==> src/rtl/pipe_ctrl_pkg.sv <==
// Shared constants for the pipeline sequencing controller: stall-vector layout,
// stall encodings, FSM states and common word constants.
package pipe_ctrl_pkg;

    localparam int unsigned STALL_W = 6;

    localparam int unsigned STALL_BIT_PC    = 0;
    localparam int unsigned STALL_BIT_IF_ID = 1;
    localparam int unsigned STALL_BIT_ID_EX = 2;
    localparam int unsigned STALL_BIT_EX_MEM = 3;
    localparam int unsigned STALL_BIT_MEM_WB = 4;
    localparam int unsigned STALL_BIT_WB    = 5;

    // Each encoding freezes the requesting stage and everything upstream of it.
    localparam logic [STALL_W-1:0] STALL_MEM  = 6'b011111;
    localparam logic [STALL_W-1:0] STALL_EX   = 6'b001111;
    localparam logic [STALL_W-1:0] STALL_ID   = 6'b000111;
    localparam logic [STALL_W-1:0] STALL_IF   = 6'b000011;
    localparam logic [STALL_W-1:0] STALL_NONE = 6'b000000;

    typedef enum logic [1:0] {
        StRun   = 2'd0,
        StStall = 2'd1,
        StFlush = 2'd2
    } pipe_state_e;

    localparam logic        ENABLE    = 1'b1;
    localparam logic        DISABLE   = 1'b0;
    localparam logic [31:0] ZERO_WORD = 32'h0000_0000;

    localparam int unsigned HOLD_W = 3;

endpackage

==> src/rtl/pipe_perf_cnt.sv <==
// Saturating stall/flush performance counters and the sticky consecutive-stall
// watchdog.
module pipe_perf_cnt #(
    parameter int unsigned MAX_STALL = 1024
) (
    input  logic        clk,
    input  logic        rst,
    input  logic        i_stall_active,
    input  logic        i_flush,
    output logic [31:0] o_stall_cycles,
    output logic [15:0] o_flush_count,
    output logic        o_stall_timeout
);

    localparam int unsigned CNT_W = (MAX_STALL > 2) ? $clog2(MAX_STALL) : 1;
    localparam logic [CNT_W-1:0] CONSEC_LIM = CNT_W'(MAX_STALL - 1);

    logic [CNT_W-1:0] r_consec;
    logic [31:0]      r_stall_cycles;
    logic [15:0]      r_flush_count;
    logic             r_stall_timeout;

    always_ff @(posedge clk) begin
        if (rst) begin
            r_consec        <= '0;
            r_stall_cycles  <= '0;
            r_flush_count   <= '0;
            r_stall_timeout <= 1'b0;
        end else begin
            // The run length parks at the limit; the flag is what matters after that.
            if (i_stall_active && !i_flush) begin
                if (r_consec == CONSEC_LIM) begin
                    r_stall_timeout <= 1'b1;
                end else begin
                    r_consec <= r_consec + 1'b1;
                end
            end else begin
                r_consec <= '0;
            end

            if (i_stall_active && (r_stall_cycles != 32'hFFFF_FFFF)) begin
                r_stall_cycles <= r_stall_cycles + 32'd1;
            end

            if (i_flush && (r_flush_count != 16'hFFFF)) begin
                r_flush_count <= r_flush_count + 16'd1;
            end
        end
    end

    assign o_stall_cycles  = r_stall_cycles;
    assign o_flush_count   = r_flush_count;
    assign o_stall_timeout = r_stall_timeout;

endmodule

==> src/rtl/pipe_ctrl.sv <==
// Pipeline sequencing controller: prioritises stage stall requests and MEM flushes,
// masks early-stage stalls for a short window after a flush, and tracks perf counters.
module pipe_ctrl
    import pipe_ctrl_pkg::*;
#(
    parameter int unsigned MAX_STALL  = 1024,
    parameter int unsigned FLUSH_HOLD = 1
) (
    input  logic               clk,
    input  logic               rst,
    input  logic               i_stallreq_if,
    input  logic               i_stallreq_id,
    input  logic               i_stallreq_ex,
    input  logic               i_stallreq_mem,
    input  logic               i_flush_req,
    input  logic [31:0]        i_flush_pc,
    output logic [STALL_W-1:0] o_stall,
    output logic               o_flush,
    output logic [31:0]        o_new_pc,
    output logic [31:0]        o_stall_cycles,
    output logic [15:0]        o_flush_count,
    output logic               o_stall_timeout
);

    pipe_state_e       r_state;
    logic [HOLD_W-1:0] r_hold_cnt;

    logic               w_mask;
    logic               w_req_if;
    logic               w_req_id;
    logic [STALL_W-1:0] w_stall;
    logic               w_flush;
    logic [31:0]        w_new_pc;
    logic               w_stall_active;

    always_comb begin
        w_mask   = (r_state == StFlush);
        w_req_if = i_stallreq_if & ~w_mask;
        w_req_id = i_stallreq_id & ~w_mask;
        w_stall  = STALL_NONE;
        w_flush  = DISABLE;
        w_new_pc = ZERO_WORD;
        if (rst) begin
            w_stall = STALL_NONE;
        end else if (i_flush_req) begin
            w_flush  = ENABLE;
            w_new_pc = i_flush_pc;
        end else if (i_stallreq_mem) begin
            w_stall = STALL_MEM;
        end else if (i_stallreq_ex) begin
            w_stall = STALL_EX;
        end else if (w_req_id) begin
            w_stall = STALL_ID;
        end else if (w_req_if) begin
            w_stall = STALL_IF;
        end
    end

    assign w_stall_active = |w_stall;

    always_ff @(posedge clk) begin
        if (rst) begin
            r_state    <= StRun;
            r_hold_cnt <= '0;
        end else if (w_flush) begin
            // Every flush cycle restarts the masking window.
            r_hold_cnt <= HOLD_W'(FLUSH_HOLD);
            r_state    <= (FLUSH_HOLD == 0) ? StRun : StFlush;
        end else begin
            unique case (r_state)
                StFlush: begin
                    if (r_hold_cnt > 1) begin
                        r_hold_cnt <= r_hold_cnt - 1'b1;
                    end else begin
                        r_hold_cnt <= '0;
                        r_state    <= w_stall_active ? StStall : StRun;
                    end
                end
                default: r_state <= w_stall_active ? StStall : StRun;
            endcase
        end
    end

    pipe_perf_cnt #(
        .MAX_STALL(MAX_STALL)
    ) u_perf (
        .clk            (clk),
        .rst            (rst),
        .i_stall_active (w_stall_active),
        .i_flush        (w_flush),
        .o_stall_cycles (o_stall_cycles),
        .o_flush_count  (o_flush_count),
        .o_stall_timeout(o_stall_timeout)
    );

    assign o_stall  = w_stall;
    assign o_flush  = w_flush;
    assign o_new_pc = w_new_pc;

endmodule
==> config.mk <==
export PLATFORM = sky130hd
export DESIGN_NAME = pipe_ctrl
export DESIGN_NICKNAME = d
export VERILOG_FILES = /design/src/rtl/pipe_ctrl_pkg.sv /design/src/rtl/pipe_perf_cnt.sv /design/src/rtl/pipe_ctrl.sv
export SDC_FILE = /design/constraint.sdc
export NUM_CORES = 1
export LEC_CHECK = 0
export ABC_AREA = 1
export BUFFER_PORTS_ARGS = -buffer_cell sky130_fd_sc_hd__buf_4
export CELL_PAD_IN_SITES_DETAIL_PLACEMENT = 0
export CELL_PAD_IN_SITES_GLOBAL_PLACEMENT = 2
export CORE_ASPECT_RATIO = 0.9
export CORE_MARGIN = 2
export CORE_UTILIZATION = 23
export DETAILED_ROUTE_END_ITERATION = 10
export GPL_TIMING_DRIVEN = 0
export PLACE_DENSITY_LB_ADDON = 0.1
export SYNTH_ARGS = -nofsm -noshare
export SYNTH_HDL_FRONTEND = slang
export SYNTH_SLANG_ARGS = --single-unit
export TNS_END_PERCENT = 30
==> constraint.sdc <==
create_clock -name clk -period 1.7 [get_ports clk]
set_input_delay 0.255 -clock clk [delete_from_list [all_inputs] [get_ports clk]]
set_output_delay 0.255 -clock clk [all_outputs]
set_load 0.02 [all_outputs]
==> results of run 1 <==
cell usage in the layout, fill, tap and decap left out, drive strengths merged:
cell type  count
nor3          12
o21bai         1
a21oi         41
nand4         11
clkbuf        21
and3           1
conb           1
o21ai         19
nand3         28
buf          155
inv           62
and2           1
nand2        233
o22ai          1
xor2          18
a211oi         1
ha             5
nor2         125
xnor2         10
clkinv         1
dfxtp         64
o211a          1
bufinv         2
cells by family (layout without fill, tap and decap cells):
family	Yosys count	after routing	share of synthesized area
buf+inv	85	241	0.0920
other cells	1	1	0.000929
flops	64	64	0.317
compound gates	64	64	0.0914
fa+ha+maj	5	5	0.0155
simple gates	411	411	0.422
xor+xnor	28	28	0.0607
cell type report:
class	instances	area [um2]	area share
Multi-Input combinational cell	509	2600	0.429
Sequential cell	64	1340	0.221
Timing Repair Buffer	140	1090	0.181
Tap cell	235	294	0.0486
Clock buffer	13	260	0.0430
Inverter	62	238	0.0393
Buffer	23	164	0.0271
Clock inverter	3	65.1	0.0108
worst max-delay path: cells and delay by family, from the launching register on:
kind / cells / cell delay, ps
fa+ha+maj: 1 / 160
buf+inv: 3 / 290
flops: 1 / 370
simple gates: 8 / 740
routing by layer:
| layer | vias up | share of wire | GRT usage |
|---|---|---|---|
| met5 | - | 0 | 0 |
| met4 | 0 | 0.016 | 0.0588 |
| met3 | 15 | 0.057 | 0.0341 |
| met2 | 117 | 0.43 | 0.234 |
| met1 | 2005 | 0.49 | 0.207 |
| li1 | 2353 | - | - |
cell usage after synthesis, types with 6 or more instances:
master                    count  area, um2
sky130_fd_sc_hd__buf_1        6       22.5
sky130_fd_sc_hd__o21ai_0     18       90.1
sky130_fd_sc_hd__xor2_1      18        158
sky130_fd_sc_hd__a21oi_1     31        155
sky130_fd_sc_hd__a21oi_2     10       87.6
sky130_fd_sc_hd__nand4_1     11       68.8
sky130_fd_sc_hd__inv_1       61        229
sky130_fd_sc_hd__nand3_1     27        135
sky130_fd_sc_hd__nand2_1    227        852
sky130_fd_sc_hd__xnor2_1     10       87.6
sky130_fd_sc_hd__nor2_1     119        447
sky130_fd_sc_hd__nor3_1      12       60.1
sky130_fd_sc_hd__dfxtp_1     64       1280
power groups by stage:
stage / combinational, mW / clock [mW] / sequential (mW)
6_report: 0.590 / 2.08 / 1.54
3_5_place_dp: 0.503 / 0 / 1.58
5_1_grt: 0.650 / 2.21 / 1.55
3_3_place_gp: 0.503 / 0 / 1.58
2_1_floorplan: 0.272 / 0 / 1.59
4_1_cts: 0.549 / 2.15 / 1.55
worst paths after layout:
path	startpoint	to	slack, ps	depth (start not counted)
worst min register to register	r_hold_cnt[2]$_SDFFE_PP0P_	r_hold_cnt[2]$_SDFFE_PP0P_	460	2
worst max register to register	u_perf.o_stall_cycles[1]$_SDFFE_PP0P_	u_perf.o_stall_cycles[25]$_SDFFE_PP0P_	30	12
worst max-delay path	u_perf.o_stall_cycles[1]$_SDFFE_PP0P_	u_perf.o_stall_cycles[25]$_SDFFE_PP0P_	30	12
worst min-delay path	i_flush_req	r_hold_cnt[2]$_SDFFE_PP0P_	350	4
flip-flops by register name, summed over array words and instances, names as in the netlist:
register / flops
r_state: 2
u_perf.o_stall_cycles: 32
u_perf.r_consec: 10
r_hold_cnt: 3
u_perf.o_stall_timeout: 1
u_perf.o_flush_count: 16
what timing repair did:
action / in CTS / in global routing
hold buffers: 0 / 0
cloned: 0 / 1
gates resized for setup: 30 / 70
setup buffers: 8 / 8
pin swaps: 3 / 24
endpoints found under the setup margin: 53 / 49
==> results, run 1 <==
- Compared with the post-synthesis result, the final layout area differs by 49.8%.
- The detailed-placement wirelength estimate is 10500 um.
- The number of nets in the synthesized netlist is 702.
- Routability-driven placement finished with a final weighted congestion of 0.774.
- The total negative setup slack is 0 ps.
- The first TritonRoute pass finished after 4 iterations.
- The aggregate routed wire length is 13700 um.
- The maximum clock rate is 0.599 GHz.
- The number of warnings printed during yosys synthesis is 0.
- The height of the die is 130 um.
- In this run the horizontal extent of the chip is 144 um.
- The ratio of total power to cell area is 696 nW/um2.
- The share of the clock period used by the worst path is 0.982.
- The relative contribution of sequential cells to total power is 0.367.
- Of the total power, the clock network draws 0.493.
- CTS saw 64 sinks.
- The final-layout worst hold slack is 352 ps.
- Pin placement for this block handled 127 I/O pins.
- The total vias in the final route is 4490.
- Along the worst path, the maximum fanout reaches 5.
- In the routed design, unresolved DRC markers number 0.
- The netlist uses 34 different library cells.
- The number of maximum-capacitance violations is 0.
- The count of fill cells added during filler insertion is 1880.
- Before CTS, the worst setup slack after placement is -283 ps.
- The critical path data arrival time is 1900 ps.
- The post-layout minimum cycle time is 1670 ps.
- The min-delay analysis places its worst path in the category in -> reg.
- The count of buffers added on input and output ports is 123.
- The worst relative slew slack is 0.380.
- For this run, the leading register cell type out of synthesis is sky130_fd_sc_hd__dfxtp_1.
- For this run, the register share of the synthesized area comes to 0.317.
- The number of enable flip-flop cells after synthesis is 0.
- The pin count of the biggest net entering global routing is 12.
- Summed over all nets, the switching power comes to 1.06 mW.
- STA classifies the critical path endpoint as a flop.
- After routing the design area is 6050 um2.
- Dividing the detail-routed via count by the number of cells gives 4.28.
- Of the total power, the share spent switching nets is 0.253.
- The number of antenna diodes in the final layout is 0.
- The clock transition at the registers of the reported paths is 50 ps.
- The per-instance average area after synthesis is 6.14 um2.
- The summed instance area of the synthesized netlist is 4040 um2.
- In this run the clock root is driven by a sky130_fd_sc_hd__clkbuf_16.
- The total global-route track usage is 0.152.
- The number of levels in the clock H-tree is 3.
- The area of placed instances is 5270 um2.
- In this design, the stage delay of the slowest critical-path cell is 370 ps.
- The leakage dissipation is 2.61 nW.
- The number of clock buffers inserted by TritonCTS is 9.
- The number of global-route vias before repair is 4216.
- On the critical path, the stage with the largest delay is an instance of sky130_fd_sc_hd__dfxtp_4.
- The completed layout was analyzed and its total power is 4.21 mW.
- The final setup slack of the worst path is 30.0 ps.
- The detail route stage leaves a number of antenna-violating nets equal to 0.
- The die covers 18600 um2.
- The wire length of the first global-routing pass is 21700 um.
- The share of synthesized flip-flops with an asynchronous set or reset is 0.
- The number of setup violations in the final report is 0.
- The placeable core region is 17000 um2.
- The routed length per instance is 13.1 um.
- The number of storage elements in the synthesis netlist is 64.
- The DRC violation total after the first TritonRoute iteration is 264.
- Setup repair after global routing could not meet its margin everywhere.
- The final design utilization is 0.356.
- The cell count after placement is 1016.
- Of the cells placed in the final design, the portion with a size suffix greater than 1 is 0.327.
- The CTS tree is yes.
- The worst setup path is launched from a flop.
- Walking the worst path, the cells encountered are ha_4 > inv_4 > nor2_4 > nand2_4 > nor2_8 > nand2_4 > nand2_4 > buf_8 > buf_12 > nor2_1 > nor2_1 > nor2_1.
- The power share of the combinational group is 0.140.
- The internal power summed over all cells is 3.15 mW.
- The maximum buffer depth of the clock tree is 2.
- The max-slew violation count is 0.
- The final hold violation count was 0.
- The worst-case vdd ir drop is 0.327 mV.
- The flow ran to the end, and the final reports show no timing, DRC or antenna violations.
- STA puts the critical path data required time at 1930 ps.
- The number of antenna violations at the first check in global routing is 0.
- The number of nets in the layout is 853.
- The clock skew after layout is 8.08 ps.
- The critical path start-end classification is reg -> reg.
- For the worst-skew pair, the clock arrives at the later sink with an insertion delay of 340 ps.
- The slew at the pin closest to its max-slew limit is 930 ps.
- Synthesis handed over a netlist of 658 instances.
- After the flow finishes, the layout carries non-filler instances totaling 1049.
- In this run the core area contains 45 standard-cell rows.
- The initial utilization of the core area, before any placement, comes to 0.237.
- The total congestion overflow after global routing is 0.
(Power assumes the default switching activity.)
==> run 2, diff against run 1 <==
REMOVE_ABC_BUFFERS = 1   (was unset)
==> results, run 2 (synthesis results as in run 1) <==
- The number of global-route vias before repair is 4247.
- The CTS tree is yes.
- The average vias per placed instance is 4.26.
- Based on the critical path, the design can be clocked at up to 0.621 GHz.
- The worst setup path is captured at an output pin.
- The critical path in this run is classified as in -> out.
- The region available for standard cell placement spans 17000 um2.
- The height of the die is 130 um.
- The number of hold buffers added after cts is 0.
- The DRC violation total after the first TritonRoute iteration is 211.
- Relative to the synthesized area, the layout overhead comes to 45.3%.
- The number of antenna violations at the first check in global routing is 0.
- The first global-routing pass estimated 21200 um of wire.
- STA puts the critical path data required time at 1440 ps.
- The total congestion overflow after global routing is 0.
- The DRC violation count after routing is 0.
- TritonCTS created 9 clock buffers.
- The max-slew violation count is 0.
- For this run, the detailed router's first-pass iteration total came to 4.
- After floorplanning, the core was divided into 45 placement rows.
- The run finished with clean final reports.
- The initial core utilization is 0.237.
- The top cell types in the final layout, fill and taps aside, are 225 x sky130_fd_sc_hd__nand2_1, 140 x sky130_fd_sc_hd__buf_4, 108 x sky130_fd_sc_hd__nor2_1.
- The total global-route track usage is 0.144.
- The share of the clock period used by the worst path is 0.948.
- Setup repair after global routing could not meet its margin everywhere.
- The post-layout minimum cycle time is 1610 ps.
- Clock-pin slew was measured on the worst setup and hold paths at 50 ps.
- The clock latency on the worst-skew pair is 340 ps.
- The port buffer count is 125.
- The total power after layout is 4.12 mW.
- The leakage dissipation is 2.49 nW.
- The remaining antenna violation count after routing is 0.
- The path type of the worst min-delay path is in -> reg.
- The number of setup violations in the final report is 0.
- From left edge to right edge, the die measures 144 um.
- The register with the most flip-flops in the layout has 32 of them.
- The routed length per instance is 12.8 um.
- The die outline area is 18600 um2.
- STA puts the critical path data arrival time at 1360 ps.
- Clock tree synthesis selected as its root buffer the cell sky130_fd_sc_hd__clkbuf_16.
- The clock net sink count is 64.
- The final hold violation count is 0.
- The worst-case vdd ir drop is 0.393 mV.
- In the final layout, the share of cells above drive strength 1 is 0.307.
- Clock skew on the completed layout was measured at 7.21 ps.
- The net count of the finished layout is 836.
- In this run the worst path has a maximum fanout of 73.
- The most frequent standard cell in the layout excluding fill and tap cells is sky130_fd_sc_hd__nand2_1.
- The wire-length estimate of the detail-placed layout is 9270 um.
- 0 antenna diodes ended up in the layout.
- The pin count of the biggest net entering global routing is 74.
- The ratio of total power to cell area is 702 nW/um2.
- Summed over all failing endpoints, the final setup total negative slack is 0 ps.
- The maximum buffer depth of the clock tree is 2.
- The aggregate routed wire length is 13200 um.
- The congestion estimate from routability-driven global placement came to 0.770.
- The worst setup path is launched from an input pin.
- The total vias in the final route is 4397.
- The count of fill cells added during filler insertion is 1927.
- Pin placement for this block handled 127 I/O pins.
- Max-cap violations in this run came to 0.
- The H-tree was split into 3 levels.
run 2: power breakdown:
part	leakage (nW)	switching (mW)	total, mW	internal [mW]
sequential	0.535	0.0229	1.55	1.52
clock	0.159	0.694	2.05	1.35
combinational	1.79	0.307	0.527	0.220
total	2.49	1.02	4.12	3.10
run 2: final timing paths:
kind                                           from                                endpoint  slack [ps]  cells past startpoint
max                                             rst                              o_stall[0]          90                      5
min                                             rst  u_perf.o_stall_cycles[16]$_SDFFE_PP0P_         250                      2
max reg2reg  u_perf.o_stall_cycles[19]$_SDFFE_PP0P_  u_perf.o_stall_cycles[20]$_SDFFE_PP0P_         130                     10
min reg2reg              r_hold_cnt[2]$_SDFFE_PP0P_              r_hold_cnt[2]$_SDFFE_PP0P_         460                      2
run 2: layout make-up:
class / instances / area (um2) / share of cell area
Clock buffer: 12 / 256 / 0.0437
Inverter: 62 / 244 / 0.0416
Timing Repair Buffer: 143 / 1100 / 0.188
Clock inverter: 3 / 65.1 / 0.0111
Tap cell: 235 / 294 / 0.0501
Multi-Input combinational cell: 511 / 2570 / 0.438
Sequential cell: 64 / 1330 / 0.227
Timing Repair inverter: 1 / 7.51 / 0.00128
run 2: per-layer routing:
metal,global-route usage,wire [um],vias up,part of all wire
li1,-,-,2313,-
met2,0.237,6120,117,0.46
met1,0.185,6200,1956,0.47
met5,0,0,-,0
met4,0.0415,152,0,0.011
met3,0.0433,765,11,0.058
run 2: metrics by stage:
step / utilization / setup slack [ps] / hold slack [ps] / cell area [um2] / instances
finish: 0.345 / 88.5 / 254 / 5870 / 1031
global route: 0.345 / -14.0 / 280 / 5870 / 1031
CTS: 0.333 / -113 / 292 / 5660 / 1020
detailed placement: 0.302 / -1320 / 454 / 5130 / 995
global placement: 0.302 / -1270 / 446 / 5130 / 995
floorplan: - / -241 / 317 / 3900 / 635
run 2: repair_timing:
action,in CTS,in global routing
endpoints found under the setup margin,63,56
pin swaps,3,10
gates cloned,2,1
resized for setup,36,49
buffers inserted,8,10
run 2: worst max-delay path, cell delays in order:
cell and delay [ps]:
sky130_fd_sc_hd__buf_16 170, sky130_fd_sc_hd__nor2_2 320, sky130_fd_sc_hd__nand3_2 190, sky130_fd_sc_hd__nand3_4 180, sky130_fd_sc_hd__buf_4 160
==> run 3, diff against run 2 <==
CORE_UTILIZATION = 24   (was 23)
SYNTH_HIERARCHICAL = 1   (was unset)
==> results, run 3 <==
- Once detailed placement completed, the half-perimeter wirelength came to 9350 um.
- The critical path data arrival time is 1890 ps.
- The worst hold path passes through 2 cells.
- The wire length of the first global-routing pass is 21800 um.
- The leakage dissipation is 2.55 nW.
- Clock-pin slew was measured on the worst setup and hold paths at 60 ps.
- The summed instance area of the synthesized netlist is 4020 um2.
- The cell with the most instances after synthesis is sky130_fd_sc_hd__nand2_1.
- Buffers inserted to repair hold after CTS numbered 0.
- From left edge to right edge, the die measures 140 um.
- Row generation in the floorplan step produced 44 rows.
- Dividing the detail-routed via count by the number of cells gives 4.52.
- The slew at the pin closest to its max-slew limit is 800 ps.
- The number of antenna violations at the first check in global routing is 0.
- The number of buffer and inverter instances along the worst setup path is 0.
- The height of the die is 127 um.
- In the synthesized netlist the async set-or-reset flop fraction comes to 0.
- Synthesis instantiated 35 different standard cells from the library.
- The startpoint type of the worst setup path is a flop.
- The total vias in the final route is 4546.
- The routed design has 14000 um of wire.
- For this run, the number of Yosys warnings is 6.
- The largest single stage delay on the critical path is 380 ps.
- In the synthesized netlist, the cells that appear most often are 181 x sky130_fd_sc_hd__nand2_1, 138 x sky130_fd_sc_hd__nor2_1, 65 x sky130_fd_sc_hd__inv_1, 64 x sky130_fd_sc_hd__dfxtp_1, 51 x sky130_fd_sc_hd__nand3_1.
- Entering global routing, the biggest net connects 51 pins.
- The number of global-route vias before repair is 4356.
- Across every metal layer, demand over resource in global routing totals 0.155.
- Setup repair after global routing could not meet its margin everywhere.
- In this run, synthesis inferred 0 flip-flops with an integrated enable.
- In this run the power density over the cells is 646 nW/um2.
- The portion of synthesized cell area occupied by the leading cell type is 0.319.
- For hold timing, the worst endpoint is u_perf/o_stall_cycles[24]$_SDFFE_PP0P_.
- The CTS tree is yes.
- The root buffer cell chosen for the clock tree is sky130_fd_sc_hd__clkbuf_16.
- The region available for standard cell placement spans 16200 um2.
- The register with the most flip-flops in the layout has 32 of them.
- In the routed design, unresolved DRC markers number 0.
- On the final layout, the worst clock skew is 8.67 ps.
- The count of boundary I/O pins is 127.
- The area of placed instances is 5050 um2.
- The cell count after synthesis came out at 649.
- The die covers 17800 um2.
- The number of levels in the clock H-tree is 3.
- The last weighted congestion value of the routability-driven placer is 0.756.
- The sequential share of the synthesized area is 0.319.
- In this run, CTS created clock tree buffers numbering 9.
- The number of cells on the worst reg-to-reg path is 9.
- The critical path capture point type is a flop.
- Along the worst path, the maximum fanout reaches 7.
- The worst slack after detailed placement is -692 ps.
- The synthesis-to-layout area growth is 49.3%.
- The reg-to-reg critical path endpoint is u_perf/o_stall_cycles[31]$_SDFFE_PP0P_.
- After detailed routing, the average wire length per cell comes to 13.9 um.
- Traced cell by cell, the critical path runs through ha_4 > nand2_4 > nor2_4 > nand2_4 > nor2_4 > nand3_4 > nand3_1 > nand2_1 > nor2_1.
- The number of setup violations in the final report is 0.
- The max-slew violation count came to 0.
- The most frequent standard cell in the layout excluding fill and tap cells is sky130_fd_sc_hd__nand2_1.
- For this run, the post-layout net count is 837.
- Clock latency on the worst-skew pair, taken at its later pin, is 330 ps.
- Yosys attributes the largest share of cell area to sky130_fd_sc_hd__dfxtp_1 32%, sky130_fd_sc_hd__nand2_1 17%, sky130_fd_sc_hd__nor2_1 13%, sky130_fd_sc_hd__nand3_1 6.3%, sky130_fd_sc_hd__inv_1 6.1%.
- The remaining antenna violation count after routing is 0.
- Measured against its own limit, the worst slew margin works out to 0.466.
- The final hold violation count is 0.
- The critical hold path startpoint is rst.
- The worst path in the final design needs a cycle of 1620 ps, including I/O delays and setup.
- Counting the fill cells in the layout gives 1776.
- Before antenna repair, the detailed router went through 4 iterations.
- The family of cells with the greatest summed delay on the critical path is simple AND/OR/NAND/NOR gates.
- The synthesized design contains 64 register bits.
- The share of the clock period used by the worst path is 0.953.
- The first routing iteration left 204 violations.
- In the post-route analysis, the smallest setup slack over all paths is 79.2 ps.
- Summing all non-filler instances in the final layout gives an area of 6000 um2.
- The number of antenna diodes in the final layout is 0.
- In this run the tool buffered the top-level ports with 125 buffer cells.
- The flow ran to the end, and the final reports show no timing, DRC or antenna violations.
- The startpoint of the lowest-slack register-to-register path is u_perf/o_stall_cycles[1]$_SDFFE_PP0P_.
- For this configuration, the core starts out at a cell density of 0.248.
- Leaving out fill and tap cells, the most frequent cells in the layout are 174 x sky130_fd_sc_hd__nand2_1, 143 x sky130_fd_sc_hd__buf_4, 125 x sky130_fd_sc_hd__nor2_1.
- The path class of the tightest hold or removal check is in -> reg.
- The critical path start-end classification is reg -> reg.
- Among all flip-flop cells after synthesis, the most frequent one is sky130_fd_sc_hd__dfxtp_1.
- The per-instance average area after synthesis is 6.20 um2.
- The critical path's slowest cell is sky130_fd_sc_hd__dfxtp_4.
- The maximum clock rate is 0.617 GHz.
- In this run the deepest clock path goes through 2 buffers.
- After global routing the overflow that remains totals 0.
- The flop-to-flop setup slack is 80 ps.
- CTS saw 64 sinks.
- The worst-case vdd ir drop is 0.465 mV.
- Max-cap violations in this run came to 0.
- Hold timing on the final database bottoms out at a slack of 312 ps.
- The library cell with the largest summed area after synthesis is sky130_fd_sc_hd__dfxtp_1.
- Data on the critical path is required at its endpoint by 1970 ps.
- Of the cells placed in the final design, the portion with a size suffix greater than 1 is 0.352.
run 3: stage by stage:
stage / total power [mW] / utilization / instances / TNS, ps
after floorplan: 1.75 / - / 629 / -26.1
after global placement: 1.96 / 0.311 / 961 / -22910
after detailed placement: 1.96 / 0.311 / 961 / -22320
after CTS: 3.94 / 0.348 / 988 / -44.1
after global routing: 4.07 / 0.370 / 1006 / -25.8
final: 3.88 / 0.370 / 1006 / 0
run 3: area by class of cell:
| type | instances | area [um2] | area share |
|---|---|---|---|
| Tap cell | 207 | 259 | 0.0432 |
| Multi-Input combinational cell | 505 | 2710 | 0.452 |
| Clock buffer | 11 | 243 | 0.0404 |
| Sequential cell | 64 | 1330 | 0.221 |
| Timing Repair Buffer | 147 | 1140 | 0.191 |
| Clock inverter | 5 | 56.3 | 0.00938 |
| Inverter | 67 | 259 | 0.0432 |
run 3: routing by layer:
layer	routed length, um	part of all wire	global-route usage
met1	6170	0.44	0.186
met2	6690	0.48	0.262
met3	926	0.066	0.0487
met4	167	0.012	0.0559
met5	0	0	0
run 3: power by group:
part	leakage [nW]	switching, mW	total [mW]	internal (mW)
registers	0.533	0.0169	1.53	1.51
clock network	0.145	0.718	1.89	1.17
logic	1.87	0.259	0.454	0.196
run 3: worst max path at each step:
stage	cells past startpoint	from	end
after floorplan	9	u_perf/o_stall_cycles[1]$_SDFFE_PP0P_	u_perf/o_stall_cycles[2]$_SDFFE_PP0P_
after CTS	8	u_perf/o_stall_cycles[19]$_SDFFE_PP0P_	u_perf/o_stall_cycles[29]$_SDFFE_PP0P_
after detailed placement	12	rst	u_perf/o_stall_cycles[23]$_SDFFE_PP0P_
after global placement	12	rst	u_perf/o_stall_cycles[23]$_SDFFE_PP0P_
after global routing	12	r_state[0]$_SDFFE_PP0P_	u_perf/o_stall_cycles[26]$_SDFFE_PP0P_
final	9	u_perf/o_stall_cycles[1]$_SDFFE_PP0P_	u_perf/o_stall_cycles[31]$_SDFFE_PP0P_
run 3: cell families after synthesis:
family	synth area share
xor+xnor	0.00871
compound gates	0.0818
other cells	0.000933
flops	0.319
simple gates	0.473
fa+ha+maj	0.0124
buf+inv	0.105
run 3: what timing repair did:
action,4_1_cts,5_1_grt
endpoints found under the setup margin,57,53
buffers inserted,6,16
cloned,5,2
pin swaps,13,22
gates resized for setup,50,63
endpoints found under the hold margin,0,0
